--- src/rtl/instr_fetch_stage_if.sv ---
// Instruction-memory read bus between the fetch stage (master) and a combinational memory (slave).
interface instr_fetch_stage_if;
  logic [31:0] imem_addr;
  logic [31:0] imem_instr;

  modport master (output imem_addr, input  imem_instr);
  modport slave  (input  imem_addr, output imem_instr);
endinterface

--- src/rtl/instr_fetch_stage.sv ---
// Fetch stage: drives the instruction memory from the PC and fills the IF/ID register.
// Optional feature macro FETCH_COUNT_EN adds a saturating fetch_count_o counter.
module instr_fetch_stage #(
  parameter logic [31:0] RESET_PC   = 32'h0000_0000,
  parameter int unsigned IMEM_WORDS = 64
) (
  input  logic                       clk,
  input  logic                       reset,
  instr_fetch_stage_if.master        imem,
  input  logic                       boot_done_i,
  input  logic                       stall_i,
  input  logic                       flush_i,
  input  logic                       branch_taken_i,
  input  logic [31:0]                branch_target_i,
  output logic [31:0]                if_pc_o,
  output logic [31:0]                if_instr_o,
  output logic                       if_valid_o,
  output logic                       halted_o,
  output logic                       misalign_o
`ifdef FETCH_COUNT_EN
  ,
  output logic [31:0]                fetch_count_o
`endif
);

  typedef enum logic [1:0] {BOOT, RUN, HALT} state_e;

  localparam logic [31:0] PC_LIMIT = 32'(IMEM_WORDS * 4);

  state_e      state_q, state_d;
  logic [31:0] pc_q, pc_d;
  logic [31:0] if_pc_q, if_pc_d;
  logic [31:0] if_instr_q, if_instr_d;
  logic        if_valid_q, if_valid_d;
  logic        halted_q, halted_d;
  logic        misalign_q, misalign_d;
  logic        capture_new;

  logic [31:0] redirect_pc;
  logic        redirect_misalign;

  assign redirect_pc       = {branch_target_i[31:2], 2'b00};
  assign redirect_misalign = |branch_target_i[1:0];

  // NOTE: every always_comb output is given a hold/default value first so no path can infer a latch.
  always_comb begin
    state_d     = state_q;
    pc_d        = pc_q;
    if_pc_d     = if_pc_q;
    if_instr_d  = if_instr_q;
    if_valid_d  = if_valid_q;
    halted_d    = halted_q;
    misalign_d  = 1'b0;
    capture_new = 1'b0;

    unique case (state_q)
      BOOT: begin
        if_valid_d = 1'b0;
        if (boot_done_i) state_d = RUN;
      end
      RUN: begin
        if (branch_taken_i) begin
          pc_d       = redirect_pc;
          if_valid_d = 1'b0;
          misalign_d = redirect_misalign;
        end else if (stall_i) begin
          if (flush_i) if_valid_d = 1'b0;
        end else if (imem.imem_instr == 32'h0 || pc_q >= PC_LIMIT) begin
          // A zero word is unloaded or terminator memory; past the end nothing valid can be read.
          state_d    = HALT;
          halted_d   = 1'b1;
          if_valid_d = 1'b0;
        end else begin
          if_pc_d     = pc_q;
          if_instr_d  = imem.imem_instr;
          if_valid_d  = !flush_i;
          capture_new = !flush_i;
          pc_d        = pc_q + 32'd4;
        end
      end
      HALT: begin
        if_valid_d = 1'b0;
        // A branch resolved after the halt restarts fetch at its target.
        if (branch_taken_i) begin
          pc_d       = redirect_pc;
          misalign_d = redirect_misalign;
          state_d    = RUN;
          halted_d   = 1'b0;
        end
      end
      default: state_d = BOOT;
    endcase
  end

`ifdef FETCH_COUNT_EN
  logic [31:0] fetch_count_q, fetch_count_d;

  always_comb begin
    fetch_count_d = fetch_count_q;
    if (capture_new && fetch_count_q != 32'hFFFF_FFFF) fetch_count_d = fetch_count_q + 32'd1;
  end

  assign fetch_count_o = fetch_count_q;
`endif

  // NOTE: sequential state uses non-blocking assignments so every flop samples pre-edge values.
  always_ff @(posedge clk or negedge reset) begin
    if (!reset) begin
      state_q       <= BOOT;
      pc_q          <= RESET_PC;
      if_pc_q       <= 32'h0;
      if_instr_q    <= 32'h0;
      if_valid_q    <= 1'b0;
      halted_q      <= 1'b0;
      misalign_q    <= 1'b0;
`ifdef FETCH_COUNT_EN
      fetch_count_q <= 32'h0;
`endif
    end else begin
      state_q       <= state_d;
      pc_q          <= pc_d;
      if_pc_q       <= if_pc_d;
      if_instr_q    <= if_instr_d;
      if_valid_q    <= if_valid_d;
      halted_q      <= halted_d;
      misalign_q    <= misalign_d;
`ifdef FETCH_COUNT_EN
      fetch_count_q <= fetch_count_d;
`endif
    end
  end

  assign imem.imem_addr = pc_q;
  assign if_pc_o        = if_pc_q;
  assign if_instr_o     = if_instr_q;
  assign if_valid_o     = if_valid_q;
  assign halted_o       = halted_q;
  assign misalign_o     = misalign_q;

endmodule

--- src/flat_wrapper.sv ---
// flat-port wrapper written by rule: the top's interface ports become plain ports
module instr_fetch_stage_flat 
#(
  parameter logic [31:0] RESET_PC   = 32'h0000_0000,
  parameter int unsigned IMEM_WORDS = 64
)
  (clk, reset, boot_done_i, stall_i, flush_i, branch_taken_i, branch_target_i, if_pc_o, if_instr_o, if_valid_o, halted_o, misalign_o, imem_imem_addr, imem_imem_instr);
  instr_fetch_stage_if imem_i ();
  input  logic clk;
  input  logic reset;
  input  logic boot_done_i;
  input  logic stall_i;
  input  logic flush_i;
  input  logic branch_taken_i;
  input  logic [31:0] branch_target_i;
  output logic [31:0] if_pc_o;
  output logic [31:0] if_instr_o;
  output logic if_valid_o;
  output logic halted_o;
  output logic misalign_o;
  output wire logic [$bits(imem_i.imem_addr)-1:0] imem_imem_addr;
  input wire logic [$bits(imem_i.imem_instr)-1:0] imem_imem_instr;
  assign imem_imem_addr = imem_i.imem_addr;
  assign imem_i.imem_instr = imem_imem_instr;
  instr_fetch_stage #(.RESET_PC(RESET_PC), .IMEM_WORDS(IMEM_WORDS)) u_core (.clk(clk), .reset(reset), .imem(imem_i), .boot_done_i(boot_done_i), .stall_i(stall_i), .flush_i(flush_i), .branch_taken_i(branch_taken_i), .branch_target_i(branch_target_i), .if_pc_o(if_pc_o), .if_instr_o(if_instr_o), .if_valid_o(if_valid_o), .halted_o(halted_o), .misalign_o(misalign_o));
endmodule
--- config.mk ---
export PLATFORM = sky130hd
export DESIGN_NAME = instr_fetch_stage_flat
export DESIGN_NICKNAME = d
export VERILOG_FILES = /design/src/rtl/instr_fetch_stage_if.sv /design/src/rtl/instr_fetch_stage.sv /design/src/flat_wrapper.sv
export SDC_FILE = /design/constraint.sdc
export NUM_CORES = 1
export LEC_CHECK = 0
export BUFFER_PORTS_ARGS = -buffer_cell sky130_fd_sc_hd__buf_2
export CORE_MARGIN = 10
export CORE_UTILIZATION = 45
export CTS_CLUSTER_SIZE = 10
export DETAILED_ROUTE_END_ITERATION = 16
export PLACE_DENSITY = 0.75
export SLEW_MARGIN = 10
export SYNTH_ARGS = -nofsm -noshare
export SYNTH_HDL_FRONTEND = slang
export SYNTH_SLANG_ARGS = --single-unit
--- constraint.sdc ---
create_clock -name clk -period 3.2 [get_ports clk]
set_input_delay 0.64 -clock clk [delete_from_list [all_inputs] [get_ports clk]]
set_output_delay 0.64 -clock clk [all_outputs]
set_load 0.1 [all_outputs]
==> results of run 1 <==
synthesized netlist by cell type, drive strengths merged:
cell type / n / area, um2
buf: 12 / 95.1
o41ai: 1 / 8.76
conb: 1 / 3.75
inv: 10 / 37.5
o21ai: 17 / 85.1
mux2i: 2 / 20.0
o211ai: 9 / 81.3
a21oi: 16 / 80.1
a22oi: 2 / 15.0
o31ai: 2 / 15.0
nor3: 9 / 45.0
or3: 2 / 12.5
or4: 2 / 18.8
or2: 2 / 12.5
o21a: 1 / 7.51
o2bb2ai: 2 / 17.5
o32a: 2 / 20.0
nor4: 15 / 109
mux2: 38 / 541
dfrtp: 97 / 2430
a2bb2oi: 1 / 8.76
nor2: 22 / 90.1
clkbuf: 9 / 33.8
nand3: 8 / 40.0
nand4b: 1 / 8.76
a31oi: 2 / 12.5
o221ai: 1 / 8.76
a21boi: 1 / 7.51
o22ai: 9 / 56.3
and4: 2 / 17.5
o221a: 1 / 11.3
ha: 6 / 75.1
nor2b: 25 / 156
a22o: 2 / 17.5
o2111ai: 1 / 15.0
o311a: 1 / 10.0
nand2: 29 / 109
nand4: 8 / 50.1
through the flow:
step	instance area (um2)	power, mW	instances
2_1_floorplan	4390	3.44	374
3_3_place_gp	5320	3.93	654
3_5_place_dp	5320	3.96	654
4_1_cts	5540	4.83	670
5_1_grt	5540	5.04	670
6_report	5540	4.79	670
cells by family (layout without fill, tap and decap cells):
family | Yosys count | count (layout) | synth area share, %
fa+ha+maj | 6 | 6 | 1.71
simple gates | 125 | 125 | 15.3
flops | 97 | 97 | 55.4
buf+inv | 31 | 198 | 3.80
other cells | 1 | 4 | 0.0856
compound gates | 71 | 71 | 10.9
mux | 40 | 40 | 12.8
final cells by class:
| class | count | area share [%] |
|---|---|---|
| clock buffer | 9 | 2.24 |
| clock inverter | 7 | 1.72 |
| inverter | 10 | 0.678 |
| multi-input combinational | 246 | 32.5 |
| sequential | 97 | 43.8 |
| tap | 129 | 2.91 |
| timing repair buffer | 172 | 16.2 |
metal layers:
metal / GRT usage, % / vias up / wire length (um)
met3: 6.81 / 11 / 1220
met4: 4.35 / 0 / 113
li1: - / 1665 / -
met2: 27.4 / 187 / 5690
met1: 22.5 / 1721 / 5700
met5: 0 / - / 0
flip-flops by register name (all words and copies together), names as in the netlist:
name and flops:
u_core.if_valid_o 1, u_core.if_pc_o 30, u_core.misalign_o 1, u_core.imem.imem_addr 30
u_core.if_instr_o 32, u_core.halted_o 1, u_core.state_q 2
power by group:
group	leakage [nW]	switching, mW	total, mW	internal [mW]
clock network	0.111	0.466	0.852	0.386
registers	1.28	0.235	1.64	1.41
logic	1.49	1.85	2.29	0.445
total	2.88	2.55	4.79	2.24
worst max-delay path by stage:
stage	from	end	slack, ns	depth (start not counted)
2_1_floorplan	u_core.imem.imem_addr[8]	u_core.if_instr_o[0]	0.47	6
3_3_place_gp	imem_imem_instr[17]	u_core.imem.imem_addr[29]	0.48	7
3_5_place_dp	imem_imem_instr[17]	u_core.imem.imem_addr[25]	0.44	7
4_1_cts	u_core.imem.imem_addr[8]	u_core.if_pc_o[22]	0.53	7
5_1_grt	u_core.imem.imem_addr[9]	u_core.if_pc_o[22]	0.34	7
6_report	u_core.imem.imem_addr[8]	u_core.if_pc_o[28]	0.52	7
worst max-delay path, cell delays in order, from the launching register on:
cell and delay [ns]:
sky130_fd_sc_hd__dfrtp_1 0.42, sky130_fd_sc_hd__or4_1 0.59, sky130_fd_sc_hd__nor2_4 0.20, sky130_fd_sc_hd__o211ai_4 0.14
sky130_fd_sc_hd__nor4_4 0.14, sky130_fd_sc_hd__buf_4 0.61, sky130_fd_sc_hd__buf_4 0.35, sky130_fd_sc_hd__nor2b_1 0.08
==> reports/summary.json, run 1 <==
{
  "detailed_place_hpwl_um": 9800,
  "clock_sinks": 97,
  "fin_crit_sh_pct": 83.6,
  "achievable-frequency_mhz": 374,
  "mostFrequentLayoutCells": "sky130_fd_sc_hd__buf_2 (163), sky130_fd_sc_hd__dfrtp_1 (97), sky130_fd_sc_hd__mux2_4 (30)",
  "final_number_of_hold_violating_endpoints": 0,
  "drtPass1Iterations": 5,
  "worst_setup_path_start_kind": "flop",
  "synthesis.yosys.warnings": 0,
  "critical_path.reg2reg.endpoint": "u_core.if_pc_o[28]",
  "detail_route.vias_per_cell": 5.35,
  "ctsHoldBuffers": 0,
  "timing.final.setup_violations": 0,
  "floorplan.rows": 35,
  "clock_tree_from_tritoncts": "built",
  "n_fill_cell": 819,
  "drcViolationCount": 0,
  "net_count_final": 612,
  "setup_repair_after_global_routing_missed_its_margin": "no",
  "grt_pass1_vias": 3812,
  "timing.setup.tns_ns": 0,
  "synth_area_um2": 4380,
  "hold_slack_ns": 0.341,
  "finalWorstPathRequiredPeriod_ns": 2.68,
  "timing_max_transition_violations_final": 0,
  "grt_pass1_wl_um": 20500,
  "crit_fanout": 43,
  "routed_wirelength_normalized_by_instance_count_um": 19.0,
  "outcome": "complete, no violations",
  "max-vdd-ir-drop_uv": 971,
  "timing.reg2reg.worst_path_depth": 7,
  "cap_viol_max_count": 0,
  "antennaDiodeCount": 0,
  "detailroute.via_count": 3584,
  "layout-drive-gt1-share_pct": 42.1,
  "layout.cells.most_common": "sky130_fd_sc_hd__buf_2",
  "portBuffers": 164,
  "timing.critical_path.required_ns": 3.45,
  "cts_inserted_buffers": 9,
  "totalWireLength_um": 12700,
  "hold_path_class": "input port to asynchronous set/reset pin",
  "grt_start_max_net_pins": 63,
  "worstReg2RegStart": "u_core.imem.imem_addr[8]",
  "seqCellArea_um2": 2430,
  "multi_input_comb_area_um2": 1800,
  "final.setup_skew_ns": 0.0108,
  "grt_antenna_before_repair": 0,
  "ys_seq_elements": 97,
  "finalWeightedCongestion": 0.861,
  "number_of_distinct_library_cell_variants_in_the_gate_level_netlist_after_synthesis": 47,
  "post-cts-setup-buffer-count": 0,
  "start_util_pct": 46.7,
  "utilization_pct": 59.1,
  "cts.reportedPaths.clkPinSlew_ns": 0.11,
  "postLayoutSetupSlackWorst_ns": 0.525,
  "syn-instance-count": 371,
  "ctsHtreeMaxLevel": 3,
  "areaGrowthSynthToFinish_pct": 26.4,
  "die_width_um": 119,
  "timing.critical_path.to_type": "flop",
  "post_cts.resized_instances": 0,
  "leakagePower_nw": 2.88,
  "synth_seq_area_share_pct": 55.4,
  "reg2reg_slack_ns": 0.52,
  "synthesis.area_per_instance_um2": 11.8,
  "dpl_worst_slack_ns": 0.438,
  "gr-usage-all-layers_pct": 17.6,
  "floorplan.die.height_um": 119,
  "crit_type": "flop to flop",
  "worst-endpoint-arrival_ns": 2.92,
  "max-slew-margin-rel_pct": 24.8,
  "max-clock-path-buffers": 2,
  "p_per_area_nw_per_um2": 865,
  "fp.coreArea_um2": 9370,
  "clock-root-buffer": "sky130_fd_sc_hd__clkbuf_8",
  "number_of_nets_still_failing_antenna_checks_after_routing": 0,
  "overflow_left_after_global_routing": 0,
  "dr.first_iter.drc_count": 243,
  "transition_at_the_pin_with_the_smallest_max_transition_slack_ns": 1.12,
  "floorplan.die_area_um2": 14100,
  "io_pins": 169,
  "clk_lat_worst_skew_ns": 0.36
}
No activity file was read; power rests on OpenSTA's default activity.
==> run 2: changes to the inputs <==
Settings changed: ABC_AREA set to 1, PLACE_DENSITY 0.75 to 0.74.
Clock period 3.2 ns to 2.31 ns, I/O delays scaled along.
==> run 2 against run 1 <==
  * Fmax is 38% higher
  * Synthesized cell count is 110% higher
  * Sequential cell count stayed put
  * Synthesized area is 24% higher
  * Combinational power is 120% higher
  * Wire length is 25% higher
  * Critical path depth is 3 higher
  * Final cell count is 60% higher
  * Highest routed layer unchanged
  * Sequential power is 60% higher
  * Worst setup slack worse by 0.15 ns
==> reports/summary.json, run 2 <==
{
  "synthAdderAreaFrac": {"value": 1.39, "unit": "%", "change": "was 1.71%"},
  "synth.mux.area_fraction": {"value": 0, "unit": "%", "change": "was 12.8%"},
  "synth-simple-area-share": {"value": 41.5, "unit": "%", "change": "was 15.3%"},
  "worst_setup_path_start_kind": {"value": "flop", "change": "unchanged"},
  "syn-instance-count": {"value": 769, "change": "was 371"},
  "antennaDiodeCount": {"value": 0, "change": "unchanged"},
  "number_of_distinct_library_cell_variants_in_the_gate_level_netlist_after_synthesis": {"value": 29, "change": "was 47"},
  "largest_register_ffs": {"value": 32, "change": "unchanged"},
  "timing.critical_path.cells": {"value": "ha_1, nand3_1, nor2_1, nand3_1, nand2_1, nand2_1, nand2_1, nand2_1, nand3_1, nand2_1", "change": "was or4_1, nor2_4, o211ai_4, nor4_4, buf_4, buf_4, nor2b_1"},
  "worst-endpoint-arrival": {"value": 2.18, "unit": "ns", "change": "was 2.92 ns"},
  "ys_top_cells_by_count": {"value": "sky130_fd_sc_hd__nand2_1 (332), sky130_fd_sc_hd__dfrtp_1 (97), sky130_fd_sc_hd__nor2_1 (80), sky130_fd_sc_hd__inv_1 (63), sky130_fd_sc_hd__nand3_1 (61)", "change": "was sky130_fd_sc_hd__dfrtp_1 (97), sky130_fd_sc_hd__mux2_4 (30), sky130_fd_sc_hd__nand2_1 (29), sky130_fd_sc_hd__nor2b_1 (25), sky130_fd_sc_hd__nor2_1 (21)"},
  "net_count_final": {"value": 995, "change": "was 612"},
  "grt_util_met1": {"value": 23.2, "unit": "%", "change": "was 22.5%"},
  "dominant_combinational_cell_family_by_area_after_synthesis": {"value": "simple AND/OR/NAND/NOR gates", "change": "unchanged"},
  "overflow_left_after_global_routing": {"value": 0, "change": "unchanged"},
  "finalWorstPathRequiredPeriod": {"value": 1.94, "unit": "ns", "change": "was 2.68 ns"},
  "detailed_place_hpwl": {"value": 11800, "unit": "um", "change": "was 9800 um"},
  "cp_num_buf_inv": {"value": 0, "change": "was 2"},
  "setup_repair_after_global_routing_missed_its_margin": {"value": "no", "change": "unchanged"},
  "clk_lat_worst_skew": {"value": 0.35, "unit": "ns", "change": "was 0.36 ns"},
  "areaGrowthSynthToFinish": {"value": 22.0, "unit": "%", "change": "was 26.4%"},
  "timing.setup.tns": {"value": 0, "unit": "ns", "change": "unchanged"},
  "clock-root-buffer": {"value": "sky130_fd_sc_hd__clkbuf_16", "change": "was sky130_fd_sc_hd__clkbuf_8"},
  "synth-xor-area-share": {"value": 1.13, "unit": "%", "change": "was 0%"},
  "synth_largest_area_cell": {"value": "sky130_fd_sc_hd__dfrtp_1", "change": "unchanged"},
  "achievable-frequency": {"value": 515, "unit": "MHz", "change": "was 374 MHz"},
  "routed_wirelength_normalized_by_instance_count": {"value": 14.9, "unit": "um", "change": "was 19.0 um"},
  "number_of_nets_still_failing_antenna_checks_after_routing": {"value": 0, "change": "unchanged"},
  "drcViolationCount": {"value": 0, "change": "unchanged"},
  "final_number_of_hold_violating_endpoints": {"value": 0, "change": "unchanged"},
  "synth_area": {"value": 5420, "unit": "um2", "change": "was 4380 um2"},
  "asyncSetResetFlopFracSynth": {"value": 100, "unit": "%", "change": "unchanged"},
  "timing.final.setup_violations": {"value": 0, "change": "unchanged"},
  "ctsHtreeMaxLevel": {"value": 3, "change": "unchanged"},
  "synthesized_area_fraction_occupied_by_ao_oa_aoi_and_oai_cells": {"value": 1.92, "unit": "%", "change": "was 10.9%"},
  "grt_pass1_vias": {"value": 5160, "change": "was 3812"},
  "detailroute.via_count": {"value": 5356, "change": "was 3584"},
  "drtPass1Iterations": {"value": 4, "change": "was 5"},
  "floorplan.rows": {"value": 40, "change": "was 35"},
  "crit_top_cell": {"value": "sky130_fd_sc_hd__nand2_1", "change": "was sky130_fd_sc_hd__buf_4"},
  "post-synth-top-count-cell": {"value": "sky130_fd_sc_hd__nand2_1", "change": "was sky130_fd_sc_hd__dfrtp_1"},
  "crit_type": {"value": "flop to flop", "change": "unchanged"},
  "hold_path_class": {"value": "input port to asynchronous set/reset pin", "change": "unchanged"},
  "gr-usage-all-layers": {"value": 18.6, "unit": "%", "change": "was 17.6%"},
  "leakagePower": {"value": 3.90, "unit": "nW", "change": "was 2.88 nW"},
  "final.setup_skew": {"value": 0.00839, "unit": "ns", "change": "was 0.0108 ns"},
  "yosys.area.top_type_share": {"value": 44.8, "unit": "%", "change": "was 55.4%"},
  "ys_flop_type": {"value": "sky130_fd_sc_hd__dfrtp_1", "change": "unchanged"},
  "post_dp_cell_area": {"value": 6320, "unit": "um2", "change": "was 5320 um2"},
  "timing_max_transition_violations_final": {"value": 0, "change": "unchanged"},
  "clock_tree_from_tritoncts": {"value": "built", "change": "unchanged"},
  "floorplan.die_area": {"value": 16800, "unit": "um2", "change": "was 14100 um2"},
  "ctsHoldBuffers": {"value": 0, "change": "unchanged"},
  "hold_slack": {"value": 0.156, "unit": "ns", "change": "was 0.341 ns"},
  "synth_seq_area_share": {"value": 44.8, "unit": "%", "change": "was 55.4%"},
  "timing.critical_path.required": {"value": 2.55, "unit": "ns", "change": "was 3.45 ns"},
  "clock_sinks": {"value": 97, "change": "unchanged"},
  "ys_seq_elements": {"value": 97, "change": "unchanged"},
  "postLayoutSetupSlackWorst": {"value": 0.370, "unit": "ns", "change": "was 0.525 ns"},
  "synth-edff-count": {"value": 0, "change": "unchanged"},
  "detail_route.vias_per_cell": {"value": 5.00, "change": "was 5.35"},
  "use_met2": {"value": 31.0, "unit": "%", "change": "was 27.4%"},
  "max-slew-margin-rel": {"value": 63.0, "unit": "%", "change": "was 24.8%"},
  "crit_fanout": {"value": 7, "change": "was 43"},
  "global_route.usage.met3": {"value": 4.62, "unit": "%", "change": "was 6.81%"},
  "cts_inserted_buffers": {"value": 9, "change": "unchanged"},
  "cts.reportedPaths.clkPinSlew": {"value": 0.07, "unit": "ns", "change": "was 0.11 ns"},
  "layout.cells.most_common": {"value": "sky130_fd_sc_hd__nand2_1", "change": "was sky130_fd_sc_hd__buf_2"},
  "max-vdd-ir-drop": {"value": 1140, "unit": "uV", "change": "was 971 uV"},
  "transition_at_the_pin_with_the_smallest_max_transition_slack": {"value": 0.554, "unit": "ns", "change": "was 1.12 ns"},
  "max-clock-path-buffers": {"value": 2, "change": "unchanged"},
  "ys_top_cells_by_area": {"value": "sky130_fd_sc_hd__dfrtp_1 (45%), sky130_fd_sc_hd__nand2_1 (23%), sky130_fd_sc_hd__nand3_1 (5.6%)", "change": "was sky130_fd_sc_hd__dfrtp_1 (55%), sky130_fd_sc_hd__mux2_4 (10%), sky130_fd_sc_hd__nor2b_1 (3.6%)"},
  "grt_pass1_wl": {"value": 25300, "unit": "um", "change": "was 20500 um"},
  "portBuffers": {"value": 164, "change": "unchanged"},
  "timing.critical_path.slowest_stage_cell": {"value": "sky130_fd_sc_hd__dfrtp_1", "change": "was sky130_fd_sc_hd__buf_4"},
  "cap_viol_max_count": {"value": 0, "change": "unchanged"},
  "die_width": {"value": 130, "unit": "um", "change": "was 119 um"},
  "fp.coreArea": {"value": 11900, "unit": "um2", "change": "was 9370 um2"},
  "grt_start_max_net_pins": {"value": 98, "change": "was 63"},
  "dr.first_iter.drc_count": {"value": 426, "change": "was 243"},
  "post_cts.resized_instances": {"value": 0, "change": "unchanged"},
  "start_util": {"value": 45.5, "unit": "%", "change": "was 46.7%"},
  "io_pins": {"value": 169, "change": "unchanged"},
  "timing.critical_path.to_type": {"value": "flop", "change": "unchanged"},
  "synthesis.yosys.warnings": {"value": 0, "change": "unchanged"},
  "mostFrequentLayoutCells": {"value": "sky130_fd_sc_hd__nand2_1 (332), sky130_fd_sc_hd__buf_2 (163), sky130_fd_sc_hd__dfrtp_1 (97)", "change": "was sky130_fd_sc_hd__buf_2 (163), sky130_fd_sc_hd__dfrtp_1 (97), sky130_fd_sc_hd__mux2_4 (30)"},
  "layout-drive-gt1-share": {"value": 22.2, "unit": "%", "change": "was 42.1%"},
  "worst_path_largest_cell_delay": {"value": 0.48, "unit": "ns", "change": "was 0.61 ns"},
  "grt.busiest_layer": {"value": "met2", "change": "unchanged"},
  "critical_path.top_delay_family": {"value": "simple AND/OR/NAND/NOR gates", "change": "unchanged"},
  "fin_crit_sh": {"value": 84.0, "unit": "%", "change": "was 83.6%"},
  "floorplan.die.height": {"value": 130, "unit": "um", "change": "was 119 um"},
  "outcome": {"value": "complete, no violations", "change": "unchanged"},
  "dpl_worst_slack": {"value": 0.380, "unit": "ns", "change": "was 0.438 ns"},
  "finalWeightedCongestion": {"value": 0.891, "change": "was 0.861"},
  "p_per_area": {"value": 1390, "unit": "nW/um2", "change": "was 865 nW/um2"},
  "synthesis.area_per_instance": {"value": 7.05, "unit": "um2", "change": "was 11.8 um2"},
  "post-cts-setup-buffer-count": {"value": 0, "change": "unchanged"},
  "final_cell_area": {"value": 6610, "unit": "um2", "change": "was 5540 um2"},
  "grt_antenna_before_repair": {"value": 0, "change": "unchanged"},
  "totalWireLength": {"value": 15900, "unit": "um", "change": "was 12700 um"}
}
==> run 2: changes by cell type after synthesis, moves of 10 or more <==
cell / delta
sky130_fd_sc_hd__nand2_1: +303
sky130_fd_sc_hd__buf_2: +10
sky130_fd_sc_hd__nor2_1: +59
sky130_fd_sc_hd__nor4_1: -14
sky130_fd_sc_hd__a21oi_1: -12
sky130_fd_sc_hd__inv_1: +53
sky130_fd_sc_hd__nor2b_1: -25
sky130_fd_sc_hd__mux2_4: -30
sky130_fd_sc_hd__nand4_1: +40
sky130_fd_sc_hd__nand3_1: +53
==> run 2: through the flow <==
step	power, mW	std cells	util (%)
2_1_floorplan	6.72	772	-
3_5_place_dp	7.79	1055	53.1
5_1_grt	9.70	1071	55.5
6_report	9.18	1071	55.5
3_3_place_gp	7.74	1055	53.1
4_1_cts	9.25	1071	55.5
==> run 2: final cells by class <==
| cell class | instances | area, um2 |
|---|---|---|
| Clock buffer | 11 | 253 |
| Clock inverter | 5 | 38.8 |
| Fill cell | 1192 | 5300 |
| Inverter | 66 | 248 |
| Multi-Input combinational cell | 569 | 2510 |
| Sequential cell | 97 | 2430 |
| Tap cell | 147 | 184 |
| Timing Repair Buffer | 176 | 951 |
==> run 2: power by group <==
group          internal (mW)  leakage [nW]  total, mW  switching, mW
logic                  0.920          2.44       5.11           4.19
clock network          0.795         0.142       1.45          0.657
registers               2.08          1.32       2.62          0.533
total                   3.80          3.90       9.18           5.38
==> run 2: worst paths after layout <==
path,startpoint,slack [ns],to,depth (start not counted)
worst min register to register,u_core.if_pc_o[13],0.46,u_core.if_pc_o[13],2
worst min-delay path,reset,0.16,u_core.if_instr_o[4],2
worst max register to register,u_core.imem.imem_addr[3],0.37,u_core.imem.imem_addr[16],10
worst max-delay path,u_core.imem.imem_addr[3],0.37,u_core.imem.imem_addr[16],10
max in group asynchronous,reset,1.77,u_core.imem.imem_addr[5],2
min in group clk,branch_target_i[0],0.36,u_core.misalign_o,2
==> run 2: routing by layer <==
| metal | share of wire (%) | wire length [um] |
|---|---|---|
| met1 | 44 | 6950 |
| met2 | 47 | 7450 |
| met3 | 8.0 | 1280 |
| met4 | 1.6 | 253 |
| met5 | 0 | 0 |
==> run 2: logic make-up (layout without fill, tap and decap cells) <==
family	Yosys count	count (layout)
AOI/OAI and AO/OA	18	18
xor gates and xnor gates	7	7
adders and majority gates	6	6
buffers and inverters	106	258
DFF	97	97
other	1	4
and+or+nand+nor	534	534
